**src/rtl/fb_wr_arbiter.sv**
```systemverilog
`default_nettype none
// ============================================================================
//  Module   : fb_wr_arbiter
//  Purpose  : Write-port scheduler for the double-buffered frame-buffer RAM
//             wrapper. The PPU pixel stream always wins. Overlay writes are
//             queued in a small FIFO and drain on idle cycles. End of frame
//             flushes the FIFO before the buffer-swap pulse is issued.
//  Options  : FB_WR_ARB_STATS_EN adds the drop_cnt and frame_cnt outputs.
//  Revision : 1.0 - initial release
// ============================================================================
module fb_wr_arbiter #(
    parameter int ADDR_W        = 16,
    parameter int DATA_W        = 6,
    parameter int FB_WORDS      = 61440,
    parameter int FIFO_DEPTH    = 4,
    parameter int FLUSH_TIMEOUT = 1024
) (
    input  logic              ppu_clock,
    input  logic              rst_n,
    input  logic              pix_wr,
    input  logic [ADDR_W-1:0] pix_addr,
    input  logic [DATA_W-1:0] pix_data,
    input  logic              ovl_valid,
    output logic              ovl_ready,
    input  logic [ADDR_W-1:0] ovl_addr,
    input  logic [DATA_W-1:0] ovl_data,
    input  logic              frame_end_in,
    output logic              wr,
    output logic [ADDR_W-1:0] wr_addr,
    output logic [DATA_W-1:0] data,
    output logic              ppu_frame_end,
    output logic              busy,
`ifdef FB_WR_ARB_STATS_EN
    output logic [15:0]       drop_cnt,
    output logic [15:0]       frame_cnt,
`endif
    output logic              flush_err
);

    localparam int PTR_W  = (FIFO_DEPTH > 1) ? $clog2(FIFO_DEPTH) : 1;
    localparam int CNT_W  = PTR_W + 1;
    localparam int TMR_W  = (FLUSH_TIMEOUT > 1) ? $clog2(FLUSH_TIMEOUT) : 1;
    localparam int ENT_W  = ADDR_W + DATA_W;
    localparam int AW1    = ADDR_W + 1;

    localparam logic [AW1-1:0]   FB_LIMIT  = AW1'(FB_WORDS);
    localparam logic [CNT_W-1:0] CNT_FULL  = CNT_W'(FIFO_DEPTH);
    localparam logic [TMR_W-1:0] TMR_LAST  = TMR_W'(FLUSH_TIMEOUT - 1);

    typedef enum logic [1:0] {
        ST_RUN   = 2'd0,
        ST_FLUSH = 2'd1,
        ST_SWAP  = 2'd2
    } state_t;

    // ------------------------------------------------------------------
    // State
    // ------------------------------------------------------------------
    state_t             state_q, state_d;
    logic [TMR_W-1:0]   timer_q, timer_d;
    logic               flush_err_q, flush_err_d;
    logic               busy_q;
    logic               frame_end_q;
    logic               ovl_ready_q;

    logic [ENT_W-1:0]   mem_q [FIFO_DEPTH];
    logic [PTR_W-1:0]   wr_ptr_q, wr_ptr_d;
    logic [PTR_W-1:0]   rd_ptr_q, rd_ptr_d;
    logic [CNT_W-1:0]   count_q, count_d;

    logic               wr_q;
    logic [ADDR_W-1:0]  wr_addr_q;
    logic [DATA_W-1:0]  data_q;

    // ------------------------------------------------------------------
    // Request qualification
    // ------------------------------------------------------------------
    logic               w_pix_legal;
    logic               w_pix_drop;
    logic               w_ovl_legal;
    logic               w_ovl_hs;
    logic               w_ovl_drop;
    logic               w_push;
    logic               w_pop;
    logic               w_fifo_empty;
    logic               w_timeout;
    logic [CNT_W-1:0]   w_discard;
    logic [ENT_W-1:0]   w_head;

    assign w_pix_legal  = pix_wr && ({1'b0, pix_addr} < FB_LIMIT);
    assign w_pix_drop   = pix_wr && !w_pix_legal;
    assign w_ovl_legal  = ({1'b0, ovl_addr} < FB_LIMIT);
    // Handshake uses the registered ready so an accepted request is never lost.
    assign w_ovl_hs     = ovl_valid && ovl_ready_q;
    assign w_ovl_drop   = w_ovl_hs && !w_ovl_legal;
    assign w_push       = w_ovl_hs && w_ovl_legal;
    assign w_fifo_empty = (count_q == '0);
    // An illegal pixel write leaves the cycle free for the overlay queue.
    assign w_pop        = !w_pix_legal && !w_fifo_empty;
    assign w_timeout    = (state_q == ST_FLUSH) && !w_fifo_empty && (timer_q == TMR_LAST);
    // Entries still queued after this cycle's pop are thrown away on timeout.
    assign w_discard    = w_timeout ? (count_q - CNT_W'(w_pop)) : '0;
    assign w_head       = mem_q[rd_ptr_q];

    // FIFO pointer and occupancy next-state; a timeout empties the queue.
    always_comb begin
        wr_ptr_d = wr_ptr_q;
        rd_ptr_d = rd_ptr_q;
        count_d  = count_q;
        if (w_timeout) begin
            wr_ptr_d = '0;
            rd_ptr_d = '0;
            count_d  = '0;
        end else begin
            if (w_push) begin
                wr_ptr_d = wr_ptr_q + PTR_W'(1);
            end
            if (w_pop) begin
                rd_ptr_d = rd_ptr_q + PTR_W'(1);
            end
            count_d = count_q + CNT_W'(w_push) - CNT_W'(w_pop);
        end
    end

    // FIFO bookkeeping registers.
    always_ff @(posedge ppu_clock or negedge rst_n) begin
        if (!rst_n) begin
            wr_ptr_q <= '0;
            rd_ptr_q <= '0;
            count_q  <= '0;
        end else begin
            wr_ptr_q <= wr_ptr_d;
            rd_ptr_q <= rd_ptr_d;
            count_q  <= count_d;
        end
    end

    // FIFO storage; contents are don't-care until pushed, so no reset.
    always_ff @(posedge ppu_clock) begin
        if (w_push) begin
            mem_q[wr_ptr_q] <= {ovl_addr, ovl_data};
        end
    end

    // Frame-end sequencing: RUN -> FLUSH (drain) -> SWAP (one cycle) -> RUN.
    always_comb begin
        state_d     = state_q;
        timer_d     = timer_q;
        flush_err_d = flush_err_q;
        case (state_q)
            ST_RUN: begin
                if (frame_end_in) begin
                    state_d = ST_FLUSH;
                    timer_d = '0;
                end
            end
            ST_FLUSH: begin
                if (frame_end_in) begin
                    flush_err_d = 1'b1;
                end
                if (w_fifo_empty) begin
                    state_d = ST_SWAP;
                end else if (w_timeout) begin
                    state_d     = ST_SWAP;
                    flush_err_d = 1'b1;
                end else begin
                    timer_d = timer_q + TMR_W'(1);
                end
            end
            ST_SWAP: begin
                if (frame_end_in) begin
                    flush_err_d = 1'b1;
                end
                state_d = ST_RUN;
            end
            default: begin
                state_d = ST_RUN;
            end
        endcase
    end

    // FSM registers and all control outputs, derived from the next state.
    always_ff @(posedge ppu_clock or negedge rst_n) begin
        if (!rst_n) begin
            state_q     <= ST_RUN;
            timer_q     <= '0;
            flush_err_q <= 1'b0;
            busy_q      <= 1'b0;
            frame_end_q <= 1'b0;
            ovl_ready_q <= 1'b0;
        end else begin
            state_q     <= state_d;
            timer_q     <= timer_d;
            flush_err_q <= flush_err_d;
            busy_q      <= (state_d != ST_RUN);
            frame_end_q <= (state_d == ST_SWAP);
            ovl_ready_q <= (state_d == ST_RUN) && (count_d != CNT_FULL);
        end
    end

    // Write port: the pixel stream has priority, otherwise the FIFO head.
    always_ff @(posedge ppu_clock or negedge rst_n) begin
        if (!rst_n) begin
            wr_q      <= 1'b0;
            wr_addr_q <= '0;
            data_q    <= '0;
        end else begin
            wr_q <= w_pix_legal || w_pop;
            if (w_pix_legal) begin
                wr_addr_q <= pix_addr;
                data_q    <= pix_data;
            end else if (w_pop) begin
                wr_addr_q <= w_head[ENT_W-1:DATA_W];
                data_q    <= w_head[DATA_W-1:0];
            end
        end
    end

`ifdef FB_WR_ARB_STATS_EN
    logic [15:0] drop_cnt_q;
    logic [15:0] frame_cnt_q;
    logic [16:0] w_drop_sum;

    assign w_drop_sum = {1'b0, drop_cnt_q} + 17'(w_pix_drop) + 17'(w_ovl_drop) + 17'(w_discard);

    // Saturating drop counter and wrapping frame counter.
    always_ff @(posedge ppu_clock or negedge rst_n) begin
        if (!rst_n) begin
            drop_cnt_q  <= '0;
            frame_cnt_q <= '0;
        end else begin
            drop_cnt_q <= w_drop_sum[16] ? 16'hFFFF : w_drop_sum[15:0];
            if (state_d == ST_SWAP) begin
                frame_cnt_q <= frame_cnt_q + 16'd1;
            end
        end
    end

    assign drop_cnt  = drop_cnt_q;
    assign frame_cnt = frame_cnt_q;
`else
    logic w_stats_unused;
    assign w_stats_unused = ^{w_pix_drop, w_ovl_drop, w_discard};
`endif

    assign ovl_ready     = ovl_ready_q;
    assign wr            = wr_q;
    assign wr_addr       = wr_addr_q;
    assign data          = data_q;
    assign ppu_frame_end = frame_end_q;
    assign busy          = busy_q;
    assign flush_err     = flush_err_q;

endmodule
`default_nettype wire

```
**config.mk**
```make
export PLATFORM = sky130hd
export DESIGN_NAME = fb_wr_arbiter
export DESIGN_NICKNAME = d
export VERILOG_FILES = /design/src/rtl/fb_wr_arbiter.sv
export SDC_FILE = /design/constraint.sdc
export NUM_CORES = 1
export LEC_CHECK = 0
export ABC_AREA = 0
export BUFFER_PORTS_ARGS = -buffer_cell sky130_fd_sc_hd__buf_2
export CORE_UTILIZATION = 50
export DETAILED_ROUTE_END_ITERATION = 16
export GPL_ROUTABILITY_DRIVEN = 0
export PLACE_DENSITY = 0.71
export SLEW_MARGIN = 20
export SYNTH_ARGS = -nofsm -noshare
export SYNTH_HDL_FRONTEND = slang
export SYNTH_SLANG_ARGS = --single-unit
export TNS_END_PERCENT = 5
```
**constraint.sdc**
```tcl
create_clock -name ppu_clock -period 2.7 [get_ports ppu_clock]
set_clock_uncertainty 0.15 [all_clocks]
set_input_delay 0.27 -clock ppu_clock [delete_from_list [all_inputs] [get_ports ppu_clock]]
set_output_delay 0.27 -clock ppu_clock [all_outputs]
set_load 0.05 [all_outputs]
```
==> results of run 1 <==
[critical path: stages]
cell	delay, ns
dlygate4sd3_1	0.52
buf_2	0.14
a41oi_4	0.27
nor2_1	0.13
ha_1	0.31
inv_1	0.06
ha_1	0.12
inv_1	0.04
fa_1	0.36
xor2_1	0.16
xnor2_1	0.19
nor2_2	0.07
a31oi_2	0.17
[flip-flops by register name, summed over array words and instances, names as in the netlist]
register / cells
data: 6
ovl_ready: 1
timer_q: 10
wr: 1
count_q: 3
state_q: 2
ppu_frame_end: 1
wr_ptr_q: 2
wr_addr: 16
mem_q: 88
flush_err: 1
rd_ptr_q: 2
busy: 1
[power by group through the flow]
stage               clock [mW]  sequential [mW]  combinational (mW)
CTS                       2.32             2.89                2.54
global route              2.41             2.94                2.72
floorplan                    0             3.32                1.48
finish                    2.29             2.88                2.52
detailed placement           0             2.92                2.47
global placement             0             2.90                2.42
[through the flow]
| stage | power (mW) | hold slack (ns) | worst slack, ns | instances | util |
|---|---|---|---|---|---|
| detailed placement | 5.39 | 0.230 | 0.0858 | 558 | 0.567 |
| global route | 8.07 | 0.253 | 0.0253 | 636 | 0.664 |
| global placement | 5.31 | 0.229 | 0.233 | 558 | 0.567 |
| finish | 7.69 | 0.209 | 0.146 | 636 | 0.664 |
| floorplan | 4.80 | -0.176 | 0.0328 | 345 | - |
| CTS | 7.75 | 0.207 | 0.0541 | 636 | 0.664 |
[cells in the final DEF (no fill, tap or decap), types with 5 or more instances in the layout]
| cell type | n |
|---|---|
| inv_1 | 10 |
| nand2_1 | 29 |
| mux4_2 | 22 |
| nor2_1 | 16 |
| mux2i_1 | 24 |
| clkbuf_16 | 16 |
| ha_1 | 10 |
| buf_4 | 11 |
| o21ai_0 | 6 |
| edfxtp_1 | 88 |
| buf_2 | 75 |
| o21ai_1 | 18 |
| dfrtp_1 | 44 |
| and2_1 | 6 |
| dlygate4sd3_1 | 46 |
| xor2_1 | 5 |
| xnor2_1 | 5 |
| nand3_1 | 8 |
[logic make-up (layout without fill, tap and decap cells)]
| logic type | Yosys count | in the layout | synth area share |
|---|---|---|---|
| buffers and inverters | 24 | 175 | 0.0244 |
| xor gates and xnor gates | 10 | 10 | 0.0157 |
| muxes | 49 | 49 | 0.138 |
| adders and majority gates | 11 | 11 | 0.0260 |
| AOI/OAI and AO/OA | 35 | 35 | 0.0416 |
| DFF | 134 | 134 | 0.678 |
| and+or+nand+nor | 82 | 82 | 0.0756 |
[how the worst max path moves through the flow]
stage,endpoint,slack (ns),cells after the start
2_1_floorplan,ovl_ready$_DFF_PN0_,0.03,12
6_report,ovl_ready$_DFF_PN0_,0.15,13
4_1_cts,ovl_ready$_DFF_PN0_,0.05,11
3_3_place_gp,ovl_ready$_DFF_PN0_,0.23,11
5_1_grt,ovl_ready$_DFF_PN0_,0.03,13
3_5_place_dp,ovl_ready$_DFF_PN0_,0.09,11
[Yosys cell counts (2+ instances only)]
cell type  number  area [um2]
edfxtp_1       88        2640
dfrtp_1        46        1150
nand2_1        29         109
mux2i_1        24         240
mux4_2         22         495
o21ai_1        18        90.1
nor2_1         17        63.8
ha_1           10         125
inv_1          10        37.5
nand3_1         8        40.0
and2_1          6        37.5
o21ai_0         6        30.0
buf_6           5        56.3
xnor2_1         5        43.8
xor2_1          5        43.8
buf_2           4        20.0
clkbuf_1        4        15.0
nor3_1          4        20.0
nand3b_1        3        22.5
nor2b_1         3        18.8
a21oi_1         2        10.0
a31oi_2         2        25.0
a41oi_1         2        17.5
mux2_1          2        22.5
nor2_4          2        22.5
[layer usage]
| metal | global-route usage | part of all wire |
|---|---|---|
| met5 | 0 | 0 |
| met4 | 0.0851 | 0.015 |
| met3 | 0.0515 | 0.044 |
| met2 | 0.337 | 0.49 |
| met1 | 0.269 | 0.45 |
[layout make-up]
type | count | area share
Clock buffer | 21 | 0.0621
Clock inverter | 11 | 0.0206
Inverter | 10 | 0.00519
Multi-Input combinational cell | 187 | 0.233
Sequential cell | 134 | 0.525
Tap cell | 140 | 0.0242
Timing Repair Buffer | 133 | 0.130
[timing repair]
item	in CTS	in global routing
endpoints found under the hold margin	142	0
hold buffers	46	0
endpoints found under the setup margin	0	1
resized for setup	0	2
==> impl_metrics.tcl, run 1 <==
set metrics [dict create \
    fillers 781 \
    drive_gt1_frac 0.315 \
    setup_viol 0 \
    regArea_um2 3800 \
    yosys_warnings 0 \
    worstReg2RegStart "count_q[1]$_DFF_PN0_" \
    rrSetupSlack_ns 0.18 \
    synth-edff-count 88 \
    min-delay-start "ovl_valid" \
    grt_pass1_vias 3491 \
    fin_nets 543 \
    path_clk_slew_ns 0.06 \
    irDropWorstVdd_mv 0.628 \
    cts_buffer_depth 2 \
    post-route-min-period_ns 2.55 \
    synth_flop_cell "edfxtp_1" \
    vias_per_cell 5.20 \
    drv_slew 0 \
    cp.arrival_ns 2.84 \
    min_path_type "in2reg" \
    syn_to_final_growth_pct 29.4 \
    grt_pass1_wl_mm 17.5 \
    die_area_um2 11600 \
    cts-root-buf "clkbuf_8" \
    die_h_um 108 \
    diodes 0 \
    die_w_um 108 \
    ios 76 \
    syn-cell-area_um2 5590 \
    sw_frac_of_total 0.340 \
    endpoint_kind "flip-flop" \
    clkPwrFrac 0.298 \
    antenna_left 0 \
    ys_ff_latch 134 \
    startpoint_type "input pin" \
    cts_buffers 17 \
    htree_levels 4 \
    drt-total-wl_mm 10.9 \
    drc 0 \
    clock.fmax_mhz 392 \
    num_vias 3307 \
    grt_max_degree 47 \
    crit_type "in2reg" \
    p_int_mw 5.07 \
    clk_latency_ns 0.52 \
    finalCritPeriodShare 0.946 \
    syn_inst 345 \
    power_leakage_nw 2.96 \
    post-dp-hpwl_mm 6.72 \
    track_usage 0.208 \
    synthArstFlopShare 0.343 \
    drv_cap 0 \
    post_synth.cell_area_avg_um2 16.2 \
    p_comb_frac 0.327 \
    critPathLaunch "pix_addr[13]" \
    seqPwrFrac 0.375 \
    wl_per_cell_um 17.1 \
    port_buffers 75 \
    tightest_slew_ns 0.753 \
    finalSetupTns_ns 0 \
    post_cts_buffers 0 \
    rr_worst_depth 11 \
    critPathRequiredTime_ns 2.99 \
    grt-ovfl-total 0 \
    rsz0062_at_grt "no" \
    ys_seq_area_frac 0.678 \
    first_iter_violations 212 \
    syn_nets 405 \
    antenna_found_initial 0 \
    initial_utilization 0.514 \
    r2r_end "ovl_ready$_DFF_PN0_" \
    p_sw_mw 2.62 \
    cts_tree "built" \
    pwr_density_cell_nw_per_um2 1060 \
    row_count 38 \
    holdPathStages 6 \
    hold_viol 0 \
    fp.coreArea_um2 10900 \
    drt-pass1-iter-count 4 \
    placed_cell_area_um2 6170 \
    clock_sinks 134 \
    yosysUniqueCellTypes 43 \
    slew_headroom 0.498 \
    fin_area_um2 7230 \
    worst-path-max-fanout 2 \
    whs_endpoint "wr_ptr_q[0]$_DFFE_PN0P_" \
    multiInputGateArea_um2 1690 \
    status "complete, no violations" \
]
No activity file was read; power rests on OpenSTA's default activity.
==> run 2: changes to the inputs <==
Settings changed: PLACE_DENSITY 0.71 to 0.77.
==> impl_metrics.tcl, run 2 (same netlist as run 1, synthesis figures left out) <==
set metrics [dict create \
    worst-path-max-fanout 4 \
    critPathRequiredTime_ns 2.96 \
    status "complete, no violations" \
    startpoint_type "flip-flop" \
    min_path_type "in2reg" \
    vias_per_cell 5.33 \
    irDropWorstVdd_mv 0.758 \
    htree_levels 4 \
    drt-pass1-iter-count 6 \
    drc 0 \
    cp.arrival_ns 2.82 \
    drive_gt1_frac 0.311 \
    wl_per_cell_um 18.8 \
    track_usage 0.229 \
    endpoint_kind "flip-flop" \
    total_power_mw 7.95 \
    top_layer_used "met4" \
    finalCritPeriodShare 0.948 \
    tightest_slew_ns 0.928 \
    top_register "mem_q" \
    power_leakage_nw 3.00 \
    drv_cap 0 \
    mostFrequentLayoutCells "edfxtp_1 (88), buf_2 (75), dlygate4sd3_1 (46)" \
    cts-root-buf "clkbuf_8" \
    post-dp-hpwl_mm 7.16 \
    slew_headroom 0.382 \
    finalSetupTns_ns 0 \
    clock.fmax_mhz 391 \
    antenna_found_initial 0 \
    die_area_um2 11600 \
    hold_ws_ns 0.210 \
    diodes 0 \
    cts_buffer_depth 2 \
    grt_pass1_vias 3689 \
    grt_pass1_wl_mm 18.8 \
    fin_nets 545 \
    num_vias 3401 \
    route.layer.met1.wl_mm 4.99 \
    setup_viol 0 \
    grt-ovfl-total 0 \
    fp.coreArea_um2 10900 \
    path_clk_slew_ns 0.06 \
    drt-total-wl_mm 12.0 \
    clock_sinks 134 \
    pwr_density_cell_nw_per_um2 1090 \
    dp.cells 560 \
    ios 76 \
    dr_wl_met2_mm 6.31 \
    clk_latency_ns 0.53 \
    die_h_um 108 \
    layout_commonest_cell "edfxtp_1" \
    crit_type "reg2reg" \
    cts_buffers 17 \
    row_count 38 \
    grt_max_degree 47 \
    syn_to_final_growth_pct 31.0 \
    drv_slew 0 \
    port_buffers 75 \
    hold_viol 0 \
    initial_utilization 0.514 \
    instances_no_fill 638 \
    first_iter_violations 212 \
    die_w_um 108 \
    antenna_left 0 \
    post-route-min-period_ns 2.56 \
    cts_tree "built" \
    wl_met3_um 471 \
    largest_reg_flops 88 \
]
==> run 2: cell count changes in the layout (fill, tap and decap cells not counted), sizes merged <==
cell	delta
buf	+2
clkbuf	+2
bufinv	+2
inv	-2
clkinvlp	-2
==> run 2: timing repair <==
action,in CTS,in global routing
setup endpoints to repair,0,1
hold endpoints to repair,147,0
gates resized for setup,0,1
hold buffers,46,0
setup buffers,0,0
==> run 2: layout make-up <==
| cell class | count | area (um2) |
|---|---|---|
| flip-flops and latches | 134 | 3800 |
| multi-input cells | 187 | 1690 |
| repair buffers | 135 | 991 |
| fillers | 723 | 3560 |
| well taps | 140 | 175 |
| clock inverters | 9 | 171 |
| inverters | 10 | 37.5 |
| clock buffers | 23 | 467 |
==> run 2: worst max-delay path: stages (launching register included) <==
cell     delay (ns)
dfrtp_1        0.43
nor3_2         0.25
nor2_1         0.12
ha_1           0.32
inv_1          0.07
ha_1           0.13
inv_1          0.05
fa_1           0.37
xor2_1         0.16
xnor2_1        0.13
nor2_1         0.15
a31oi_2        0.10
==> run 2: path summary, 6_finish.rpt <==
| kind | start | end | slack (ns) | cells after the start |
|---|---|---|---|---|
| worst min register to register | flush_err$_DFFE_PN0P_ | flush_err$_DFFE_PN0P_ | 0.32 | 2 |
| max in group asynchronous | rst_n | wr_addr[5]$_DFFE_PN0P_ | 1.42 | 3 |
| min in group asynchronous | rst_n | busy$_DFF_PN0_ | 0.25 | 2 |
| worst max-delay path | count_q[1]$_DFF_PN0_ | ovl_ready$_DFF_PN0_ | 0.14 | 11 |
| worst max register to register | count_q[1]$_DFF_PN0_ | ovl_ready$_DFF_PN0_ | 0.14 | 11 |
| worst min-delay path | pix_wr | rd_ptr_q[0]$_DFFE_PN0P_ | 0.21 | 6 |
==> run 2: per-layer routing <==
layer | GRT usage | up-vias
met4 | 0.101 | 0
met5 | 0 | -
met2 | 0.397 | 85
met3 | 0.0557 | 23
met1 | 0.271 | 1719
li1 | - | 1574
==> run 2: power by group <==
group          switching (mW)  leakage, nW  internal [mW]
clock network           0.806        0.310           1.66
logic                    1.58         1.33           1.04
registers               0.263         1.36           2.60
total                    2.65         3.00           5.31
==> run 2: per-stage QoR <==
step	util	setup slack (ns)	area, um2
finish	0.673	0.141	7320
global route	0.673	-0.00222	7320
CTS	0.672	0.0184	7320
detailed placement	0.571	0.0453	6220
global placement	0.571	0.250	6220
floorplan	-	0.0328	5590
==> run 3: changes to the inputs <==
Settings changed: RECOVER_POWER set to 25, SETUP_SLACK_MARGIN set to 0.2.
==> impl_metrics.tcl, run 3 (same netlist as run 1, synthesis figures left out) <==
set metrics [dict create \
    slew_headroom 0.560 \
    grt-ovfl-total 0 \
    top_register "mem_q" \
    drt-pass1-iter-count 4 \
    initial_utilization 0.514 \
    num_vias 3417 \
    critPathLaunch "pix_addr[15]" \
    drv_slew 0 \
    cp_num_buf_inv 4 \
    min_path_type "in2async" \
    antenna_left 0 \
    hold_ws_ns 0.183 \
    endpoint_kind "flip-flop" \
    cp.arrival_ns 2.67 \
    p_sw_mw 2.70 \
    clock_sinks 134 \
    post-dp-hpwl_mm 6.92 \
    p_int_mw 5.21 \
    drc 0 \
    grt_pass1_vias 3588 \
    grt_max_degree 47 \
    diodes 0 \
    clkPwrFrac 0.299 \
    wl_per_cell_um 18.6 \
    track_usage 0.225 \
    drt-total-wl_mm 11.9 \
    seqPwrFrac 0.360 \
    startpoint_type "input pin" \
    hold_viol 0 \
    layout_commonest_cell "edfxtp_1" \
    grt_pass1_wl_mm 18.7 \
    worst-path-max-fanout 2 \
    sw_frac_of_total 0.341 \
    die_h_um 108 \
    path_clk_slew_ns 0.06 \
    dp_slack_ns 0.195 \
    r2r_end "ovl_ready$_DFF_PN0_" \
    instances_no_fill 639 \
    setup_slack_ns 0.280 \
    cts_tree "built" \
    vias_per_cell 5.35 \
    finalSetupTns_ns 0 \
    status "complete, no violations" \
    drv_cap 0 \
    finalCritPeriodShare 0.896 \
    drive_gt1_frac 0.287 \
    cts_buffers 17 \
    setup_viol 0 \
    row_count 38 \
    tightest_slew_ns 0.660 \
    crit_slowest_cell "dlygate4sd3_1" \
    irDropWorstVdd_mv 0.832 \
    die_w_um 108 \
    antenna_found_initial 0 \
    rsz0062_at_grt "yes" \
    fin_nets 547 \
    cts_buffer_depth 2 \
    p_comb_frac 0.341 \
    syn_to_final_growth_pct 30.7 \
    die_area_um2 11600 \
    port_buffers 75 \
    power_leakage_nw 2.94 \
    rr_worst_depth 11 \
    worstReg2RegStart "count_q[2]$_DFF_PN0_" \
    cp_top_family "buffers and inverters" \
    path_cells "dlygate4sd3_1 -> buf_2 -> a41oi_4 -> nor2_2 -> ha_1 -> inv_1 -> ha_1 -> inv_1 -> fa_2 -> xor2_1 -> xnor2_1 -> nor2_1 -> a31oi_2" \
    cts-root-buf "clkbuf_8" \
    htree_levels 4 \
    rrSetupSlack_ns 0.30 \
    clk_latency_ns 0.52 \
    ios 76 \
    largest_reg_flops 88 \
    post-route-min-period_ns 2.42 \
    max_stage_delay_ns 0.53 \
    fp.coreArea_um2 10900 \
    pwr_density_cell_nw_per_um2 1080 \
    crit_type "in2reg" \
    cp.depth 13 \
    first_iter_violations 179 \
    clock.fmax_mhz 413 \
    critPathRequiredTime_ns 2.95 \
    dp.cells 559 \
    mostFrequentLayoutCells "edfxtp_1 (88), buf_2 (55), dlygate4sd3_1 (46)" \
]
run 3: cell count changes in the layout (fill, tap and decap cells not counted), moves of 2 or more:
cell and change:
clkinv_4 +2, clkinvlp_4 +2, clkbuf_1 +17, clkbuf_8 -2, buf_2 -20, buf_4 +3
run 3: cell type report:
| cell class | count | area [um2] |
|---|---|---|
| tap | 140 | 175 |
| timing repair buffer | 137 | 985 |
| sequential | 134 | 3800 |
| multi-input combinational | 187 | 1710 |
| fill | 730 | 3580 |
| clock inverter | 12 | 178 |
| clock buffer | 19 | 432 |
| inverter | 10 | 37.5 |
run 3: repair_timing:
item | 4_1_cts | 5_1_grt
hold buffers | 46 | 0
setup endpoints to repair | 1 | 1
hold endpoints to repair | 157 | 0
setup buffers | 0 | 3
pin swaps | 0 | 4
gates resized for setup | 1 | 3
run 3: worst max-delay path by stage:
stage / endpoint / slack [ns]
finish: ovl_ready$_DFF_PN0_ / 0.28
global route: ovl_ready$_DFF_PN0_ / 0.17
CTS: ovl_ready$_DFF_PN0_ / 0.21
detailed placement: ovl_ready$_DFF_PN0_ / 0.20
global placement: ovl_ready$_DFF_PN0_ / 0.27
floorplan: ovl_ready$_DFF_PN0_ / 0.17
run 3: per-layer routing:
layer / share of wire / wire [um] / GRT usage / up-vias
li1: - / - / - / 1582
met1: 0.40 / 4720 / 0.265 / 1723
met2: 0.54 / 6420 / 0.392 / 92
met3: 0.042 / 499 / 0.0557 / 20
met4: 0.019 / 220 / 0.0910 / 0
met5: 0 / 0 / 0 / -
run 3: power groups by stage:
stage / combinational (mW) / sequential, mW / clock, mW
final: 2.70 / 2.85 / 2.36
after global routing: 2.90 / 2.89 / 2.48
after CTS: 2.66 / 2.84 / 2.39
after detailed placement: 2.59 / 2.87 / 0
after global placement: 2.51 / 2.84 / 0
after floorplan: 1.49 / 3.32 / 0
run 3: worst register-to-register path, cell delays in order (launching register included):
cell and delay, ns:
dfrtp_1 0.42, nor3_4 0.22, nor2_2 0.07, ha_1 0.28, inv_1 0.06, ha_1 0.14
inv_1 0.05, fa_2 0.33, xor2_1 0.16, xnor2_1 0.13, nor2_1 0.16, a31oi_2 0.10
run 3: metrics by stage:
| step | power, mW | cell area [um2] | utilization |
|---|---|---|---|
| floorplan | 4.80 | 5600 | - |
| global placement | 5.34 | 6220 | 0.572 |
| detailed placement | 5.45 | 6230 | 0.572 |
| CTS | 7.90 | 7300 | 0.671 |
| global route | 8.27 | 7310 | 0.671 |
| finish | 7.91 | 7310 | 0.671 |
